## config.mk

```make
export PLATFORM = sky130hd
export DESIGN_NAME = collmask_cfg_ctrl
export DESIGN_NICKNAME = d
export VERILOG_FILES = /design/src/rtl/collmask_cfg_ctrl.sv
export SDC_FILE = /design/constraint.sdc
export NUM_CORES = 1
export LEC_CHECK = 0
export CELL_PAD_IN_SITES_DETAIL_PLACEMENT = 0
export CELL_PAD_IN_SITES_GLOBAL_PLACEMENT = 1
export CORE_UTILIZATION = 42
export CTS_BUF_LIST = sky130_fd_sc_hd__clkbuf_8
export DETAILED_ROUTE_END_ITERATION = 16
export GPL_TIMING_DRIVEN = 1
export PLACE_DENSITY = 0.8
export SYNTH_ARGS = -nofsm -noshare
export SYNTH_HDL_FRONTEND = slang
export SYNTH_SLANG_ARGS = --single-unit
```

## constraint.sdc

```tcl
create_clock -name clk -period 3.1 [get_ports clk]
set_input_delay 0.31 -clock clk [delete_from_list [all_inputs] [get_ports clk]]
set_output_delay 0.31 -clock clk [all_outputs]
set_load 0.05 [all_outputs]
```

## src/rtl/collmask_cfg_ctrl.sv

```systemverilog
`timescale 1ns/1ps
`default_nettype none
// ============================================================================
// Module   : collmask_cfg_ctrl
// Brief    : Shadow-buffered collision-mask loader with atomic quiesce/settle swap.
//            Optional byte readback of the active mask under COLLMASK_RDBK_EN.
// Revision : 1.0
// ============================================================================
module collmask_cfg_ctrl #(
    parameter int MASK_W      = 168,
    parameter int BUS_W       = 8,
    parameter int QUIESCE_CYC = 2,
    parameter int SETTLE_CYC  = 4
) (
    input  logic              clk,
    input  logic              rst,
    input  logic              wr_en,
    input  logic [4:0]        wr_addr,
    input  logic [BUS_W-1:0]  wr_data,
    input  logic              commit,
    input  logic [2:0]        drifttime,
    output logic [MASK_W-1:0] collmask,
    output logic              trig_stop,
    output logic              busy,
    output logic              done,
    output logic [2:0]        err,
    input  logic              err_clr
`ifdef COLLMASK_RDBK_EN
    ,
    input  logic [4:0]        rd_addr,
    output logic [BUS_W-1:0]  rd_data
`endif
);

    localparam int                 NBYTE     = MASK_W / BUS_W;
    localparam int                 c_CNT_W   = $clog2(QUIESCE_CYC + SETTLE_CYC + 8);
    localparam logic [4:0]         c_NBYTE_A = 5'(NBYTE);
    localparam logic [c_CNT_W-1:0] c_Q_LAST  = c_CNT_W'(QUIESCE_CYC - 1);
    localparam logic [c_CNT_W-1:0] c_S_LAST  = c_CNT_W'(SETTLE_CYC - 1);

    typedef enum logic [1:0] {
        S_IDLE    = 2'd0,
        S_QUIESCE = 2'd1,
        S_APPLY   = 2'd2,
        S_SETTLE  = 2'd3
    } state_t;

    state_t             r_state, w_state_nxt;
    logic [c_CNT_W-1:0] r_cnt, w_cnt_nxt;
    logic [2:0]         r_drift;
    logic               r_busy, w_busy_nxt;
    logic               r_done, w_done_nxt;
    logic               w_apply;
    logic [MASK_W-1:0]  r_collmask, r_shadow;
    logic [NBYTE-1:0]   r_bitmap, w_wr_bit;
    logic [2:0]         r_err, w_new_err;
    logic               w_idle, w_addr_ok, w_wr_ok, w_full, w_commit_ok, w_commit_bad;

    assign w_idle       = (r_state == S_IDLE);
    assign w_addr_ok    = (wr_addr < c_NBYTE_A);
    assign w_wr_ok      = wr_en & w_idle & w_addr_ok;
    assign w_wr_bit     = w_wr_ok ? (NBYTE'(1) << wr_addr) : '0;
    // A same-cycle write counts toward completeness of the shadow.
    assign w_full       = &(r_bitmap | w_wr_bit);
    assign w_commit_ok  = w_idle & commit & w_full;
    assign w_commit_bad = w_idle & commit & ~w_full;
    assign w_new_err    = {w_commit_bad, wr_en & ~w_idle, wr_en & ~w_addr_ok};

    always_ff @(posedge clk) begin
        if (rst) begin
            r_state <= S_IDLE;
            r_cnt   <= '0;
            r_busy  <= 1'b0;
            r_done  <= 1'b0;
        end else begin
            r_state <= w_state_nxt;
            r_cnt   <= w_cnt_nxt;
            r_busy  <= w_busy_nxt;
            r_done  <= w_done_nxt;
        end
    end

    always_comb begin
        w_state_nxt = r_state;
        w_cnt_nxt   = r_cnt;
        w_done_nxt  = 1'b0;
        w_apply     = 1'b0;
        case (r_state)
            S_IDLE: begin
                if (w_commit_ok) begin
                    w_state_nxt = S_QUIESCE;
                    w_cnt_nxt   = '0;
                end
            end
            S_QUIESCE: begin
                if (r_cnt == c_Q_LAST) begin
                    w_state_nxt = S_APPLY;
                end else begin
                    w_cnt_nxt = r_cnt + c_CNT_W'(1);
                end
            end
            S_APPLY: begin
                w_apply     = 1'b1;
                w_state_nxt = S_SETTLE;
                w_cnt_nxt   = '0;
            end
            S_SETTLE: begin
                // Settle length scales with the drift time latched at commit.
                if (r_cnt == c_S_LAST + c_CNT_W'(r_drift)) begin
                    w_state_nxt = S_IDLE;
                    w_done_nxt  = 1'b1;
                end else begin
                    w_cnt_nxt = r_cnt + c_CNT_W'(1);
                end
            end
            default: w_state_nxt = S_IDLE;
        endcase
        w_busy_nxt = (w_state_nxt != S_IDLE);
    end

    always_ff @(posedge clk) begin
        if (rst) begin
            r_collmask <= '1;
            r_shadow   <= '1;
            r_bitmap   <= '0;
            r_drift    <= '0;
            r_err      <= '0;
        end else begin
            if (w_wr_ok) begin
                r_shadow[int'(wr_addr)*BUS_W +: BUS_W] <= wr_data;
            end
            if (w_commit_ok) begin
                r_drift <= drifttime;
            end
            if (w_apply) begin
                r_collmask <= r_shadow;
                r_bitmap   <= '0;
            end else begin
                r_bitmap <= r_bitmap | w_wr_bit;
            end
            // A fresh error outranks a simultaneous clear.
            r_err <= (err_clr ? 3'b000 : r_err) | w_new_err;
        end
    end

`ifdef COLLMASK_RDBK_EN
    logic [BUS_W-1:0] r_rd_data;

    always_ff @(posedge clk) begin
        if (rst) begin
            r_rd_data <= '0;
        end else if (rd_addr < c_NBYTE_A) begin
            r_rd_data <= r_collmask[int'(rd_addr)*BUS_W +: BUS_W];
        end else begin
            r_rd_data <= '0;
        end
    end

    assign rd_data = r_rd_data;
`else
    // Readback path absent in this build.
`endif

    assign collmask  = r_collmask;
    assign trig_stop = r_busy;
    assign busy      = r_busy;
    assign done      = r_done;
    assign err       = r_err;

endmodule
`default_nettype wire

```

== Word-level counts from Yosys, hierarchy flattened ==
Index checks and enable logic that the tools add are counted.
Storage, ports and cells
  flip-flop bits (word level): 371
  bits in latches: 0
  RAM bits: 0
  ROM bits: 0
  bits of input ports: 21
  output and inout bits: 174
  word-level logic and storage cells: 56
  memories: 0
Operators by class
  add/subtract/negate cells: 3
  multipliers: 0
  div/mod/pow operators: 0
  magnitude comparators: 1
  equal/unequal tests: 8
  shift-type cells: 3
  mux-type cells: 13
  bitwise operators: 13
  reductions and logical operators: 6
Operators by type and width (count)
  168-bit bitwise mux: 1
  8-bit by 33-bit variable shift with 168-bit output (first input constant): 1
  8-bit by 33-bit variable part select with 168-bit output: 1
  8-bit negator with 33-bit output: 1
  21-bit two-way mux: 1
  21-bit OR: 1
  21-bit AND reduction: 1
  1-bit by 5-bit << shifter with 21-bit output (first input constant): 1
  4-bit case mux with 4 select lines: 1
  4-bit two-way mux: 3
  2-bit case mux with 4 select lines: 1
  1-bit bitwise AND: 7
  2-bit two-way mux: 3
  5-bit less-than comparator (second input constant): 1
  2-bit by 3-bit adder with 4-bit output (first input constant): 1
  4-bit by 1-bit adder with 4-bit output (second input constant): 1
  2-bit equality test (second input constant): 2
  4-bit by 1-bit equality test with 1-bit output (second input constant): 1
  4-bit equality test: 1
  2-bit != test (second input constant): 2
  1-bit inverter: 4
  2-bit OR reduction: 2
  3-bit two-way mux: 1
  3-bit OR: 1
  other kinds (6): 7

== Logic depth before layout (Yosys ltp) ==
  word-level depth: 10
  gate-level depth with buffers: 12
  mapped depth without buffers: 10

== Least setup slack after synthesis ==
No wires, ideal clock.
  path type: input port to flip-flop
  start: input port wr_addr[0]
  end: register r_shadow[166]
  setup time: 0.093 ns
  arrival time: 2.624 ns
  data required time: 3.007 ns
  path slack: 0.383 ns
  cell stages on the path: 11
  path buffers: 4
  path through: inv_1 ha_1 ha_1 clkbuf_1 or3b_1 buf_6 nand4bb_4 or3_1 buf_2 buf_6 o311ai_2
On the way
  word-level cells in the longest chain between the ends: 3
  elaborated cells between the ends (all ways): 6
  classes of those cells: add/sub: 1; order compare: 1; shift: 2; mux: 1; bitwise: 1
Ends and longest elaborated chain
  from (decl): line 18  | input logic [4:0] wr_addr,
  8-bit negator with 33-bit output: line 130  | r_shadow[int'(wr_addr)*BUS_W +: BUS_W] <= wr_data;
  8-bit by 33-bit variable part select with 168-bit output / 8-bit by 33-bit variable shift with 168-bit output (equally long branches): line 130
  168-bit bitwise mux: line 130
  to (signal, indexed assignment): line 130
  to (decl): line 54  | logic [MASK_W-1:0] r_collmask, r_shadow;
Several ways; a longest one is shown, not always the timed one.
A chain may end at the register's enable or synchronous reset.

== Worst setup path in the final report ==
  start: input port wr_addr[0]
  end: register r_drift[0]
On the way
  word-level cells in the longest chain between the ends: 6
  elaborated cells between the ends (all ways): 7
  classes of those cells: order compare: 1; shift: 1; mux: 1; bitwise: 3; reduce/logical: 1
Ends and longest elaborated chain
  5-bit less-than comparator: line 60  | assign w_addr_ok = (wr_addr < c_NBYTE_A);
  1-bit bitwise AND: line 61  | assign w_wr_ok = wr_en & w_idle & w_addr_ok;
  21-bit two-way mux *: line 62  | assign w_wr_bit = w_wr_ok ? (NBYTE'(1) << wr_addr) : '0;
  21-bit OR *: line 64  | assign w_full = &(r_bitmap | w_wr_bit);
  21-bit AND reduction *: line 64
  1-bit bitwise AND *: line 65  | assign w_commit_ok = w_idle & commit & w_full;
  to (signal assigned): line 133  | r_drift <= drifttime;
  to (decl): line 50  | logic [2:0] r_drift;
Mark *: on every way between the ends. The rest lies on a longest branch, timed or not.

==> impl_metrics.py <==
metrics = {
    "die": {
        "dieHeight_um": 183,
        "io_pins": 195,
        "core_area_mm2": 0.0325,
        "initial_core_util_pct": 42.6,
        "row_count": 66,
        "die_width_um": 183,
        "dieArea_mm2": 0.0337,
    },
    "clocking": {
        "cts_tree": "yes",
        "cts.clk_slew.worst_paths_ns": 0.06,
        "cts_buffers": 60,
        "clock_path_buffers": 3,
        "cts.repair.resized": 0,
        "postCtsSetupBuffers": 0,
        "cts_root_buf": "clkbuf_8",
        "cts_hold_buf": 0,
        "cts.sinks": 371,
        "htreeDepth": 2,
        "worstSkewPairLatency_ns": 0.60,
    },
    "status": {
        "outcome": "finished clean",
    },
    "hold_path": {
        "hp-class": "input port to register",
    },
    "timing": {
        "drv_slew": 0,
        "worstMarginPinSlew_ns": 1.12,
        "fin_skew_ns": 0.0165,
        "hold_slack_ns": 0.166,
        "setup_viol": 0,
        "timing.setup.tns_ns": 0,
        "min_period_ns": 2.74,
        "rsz0062_at_grt": "false",
        "period_share_pct": 88.2,
        "fmaxAchievable_mhz": 366,
        "hold_viol_final": 0,
        "slew_headroom_pct": 24.9,
    },
    "worst_setup_path": {
        "cp-startpoint": "wr_addr[0]",
        "r2r_slack_ns": 0.69,
        "rr_worst_depth": 7,
        "start_kind": "input port",
        "path_class": "input port to register",
        "r2r_end": "r_drift[0]",
        "r2r_start": "r_state[1]",
        "worstPathArrival_ns": 3.24,
        "cp.required_ns": 3.60,
        "endpoint": "r_drift[0]",
        "cp_max_fo": 4,
        "end_kind": "register",
    },
    "detailed_routing": {
        "drt_pass1_iterations": 7,
        "wl_mm": 39.7,
        "wl_per_cell_um": 16.9,
        "ant_nets": 0,
        "vias": 12225,
        "drt_iter0_markers": 840,
        "drc": 0,
        "vias_per_cell": 5.22,
    },
    "synth": {
        "synth_warnings": 0,
        "seq_area_frac_synth_pct": 53.7,
        "synth-edff-count": 0,
        "syn_nets": 1692,
        "synth.distinct_cells": 54,
        "synth_area_leader_cell": "dfxtp_1",
        "avgSynthCellArea_um2": 8.33,
        "synth_area_leaders": "dfxtp_1 (54%), nand2_1 (12%), nand3_1 (6.8%), a21oi_1 (5.1%), nor3_1 (3.5%)",
        "synth_flop_cell": "dfxtp_1",
        "synth_async_sr_flop_share_pct": 0,
        "synth_top_area_share_pct": 53.7,
        "syn-cell-area_mm2": 0.0138,
        "ys_ff_latch": 371,
        "synthCells": 1661,
    },
    "global_route": {
        "grt_max_degree": 123,
        "track_usage_pct": 23.2,
        "grt_pass1_wl_mm": 62.2,
        "grt_overflow": 0,
        "antenna_found_initial": 0,
        "grt_pass1_vias": 11398,
    },
    "layout": {
        "layout_commonest_cell": "nand2_1",
        "areaGrowthSynthToFinish_pct": 27.2,
        "finalInstanceArea_mm2": 0.0176,
        "drive_above_1_share_pct": 9.95,
        "nNetsFinal": 1883,
        "final_cell_mix": "nand2_1 (424), dfxtp_1 (371), clkdlybuf4s50_1 (193)",
        "antennaDiodeCount": 0,
    },
    "placed_design": {
        "port-buffer-count": 194,
        "place.gp.congestion": 0.873,
        "dp_hpwl_mm": 25.5,
        "placed_cell_area_mm2": 0.0164,
    },
    "flow_run": {
        "cap_viol_max_count": 0,
    },
    "power_and_ir_drop": {
        "peakVddDrop_mv": 0.345,
        "report.power.total_uw": 9450,
        "cellLeakagePower_uw": 0.00768,
        "p_per_area_mw_per_mm2": 537,
    },
}
==> worst min-delay path by stage <==
stage                       from      endpoint  slack (ns)  cells past startpoint
floorplan           r_bitmap[14]  r_bitmap[14]        0.42                      2
global placement    r_bitmap[14]  r_bitmap[14]        0.44                      2
detailed placement   r_bitmap[2]   r_bitmap[2]        0.44                      2
CTS                          rst        err[0]        0.11                      2
global route                 rst        err[0]        0.15                      2
finish                       rst        err[0]        0.17                      2
==> registers in the layout, summed over array words and instances (netlist names), 2 cells and up <==
register	cells
collmask	168
r_shadow	168
r_bitmap	21
r_cnt	4
err	3
r_drift	3
r_state	2
==> synth_stat cells, types with 2 or more instances <==
cell type / instances
a32oi_1: 2
and2_1: 3
o311ai_0: 18
xor2_1: 2
a22oi_1: 3
o311ai_2: 2
nor4b_1: 3
o211ai_1: 14
or2_2: 6
a41oi_1: 4
o22ai_1: 3
clkbuf_1: 112
nand3_1: 188
o21ai_0: 13
nor4b_2: 2
buf_1: 4
nor3_2: 12
nor2b_1: 4
nor4_1: 3
nand2b_1: 4
o21a_1: 9
nor3_1: 98
o31a_1: 3
a21oi_1: 142
o31ai_1: 2
nor2_1: 69
buf_6: 2
or3_1: 7
buf_2: 21
a31oi_1: 33
nand2_1: 424
or4b_2: 2
nand4_1: 4
dfxtp_1: 371
inv_1: 11
mux2i_1: 33
ha_1: 10
o41ai_1: 2
==> per-stage QoR <==
stage                     utilization [%]  setup WS [ns]  std cells
after floorplan                         -          0.383       1661
final                                54.2          0.364       2341
after CTS                            54.2          0.424       2341
after detailed placement             50.5         -0.207       2232
after global placement               50.5        -0.0968       2232
after global routing                 54.2          0.288       2341
==> per-layer routing <==
metal  vias up  global-route usage, %  wire, um
li1       6084                      -         -
met3        69                   3.86      2220
met4         0                   7.13       931
met5         -                      0         0
met1      5718                   32.8     19000
met2       354                   36.1     17500
==> critical path, stage by stage <==
cell and delay [ns]:
clkdlybuf4s50_1 0.47, inv_1 0.11, ha_1 0.24, ha_1 0.22, o22ai_1 0.09, or4_1 0.53
nor4_1 0.36, nand4_1 0.20, or4b_2 0.64, o31ai_1 0.08
==> cells by family after synthesis <==
family	count (synthesis)	synth area share, %
muxes	33	2.39
DFF	371	53.7
xor gates and xnor gates	3	0.190
adders and majority gates	10	0.905
AOI/OAI and AO/OA	253	11.0
and+or+nand+nor	839	27.3
buffers and inverters	152	4.45
==> final cells by class <==
cell class	count	area [um^2]
multi-input cells	1138	5810
clock buffers	74	1020
well taps	442	553
clock inverters	35	176
inverters	12	50.0
flip-flops and latches	371	7430
fillers	3076	14900
repair buffers	269	2560
==> power breakdown <==
| group | total [uW] | internal, uW | switching [uW] |
|---|---|---|---|
| registers | 4820 | 4800 | 16.9 |
| logic | 498 | 150 | 349 |
| clock network | 4140 | 2230 | 1910 |
| total | 9450 | 7180 | 2270 |
Note: power is estimated with default switching activity, not from simulation.
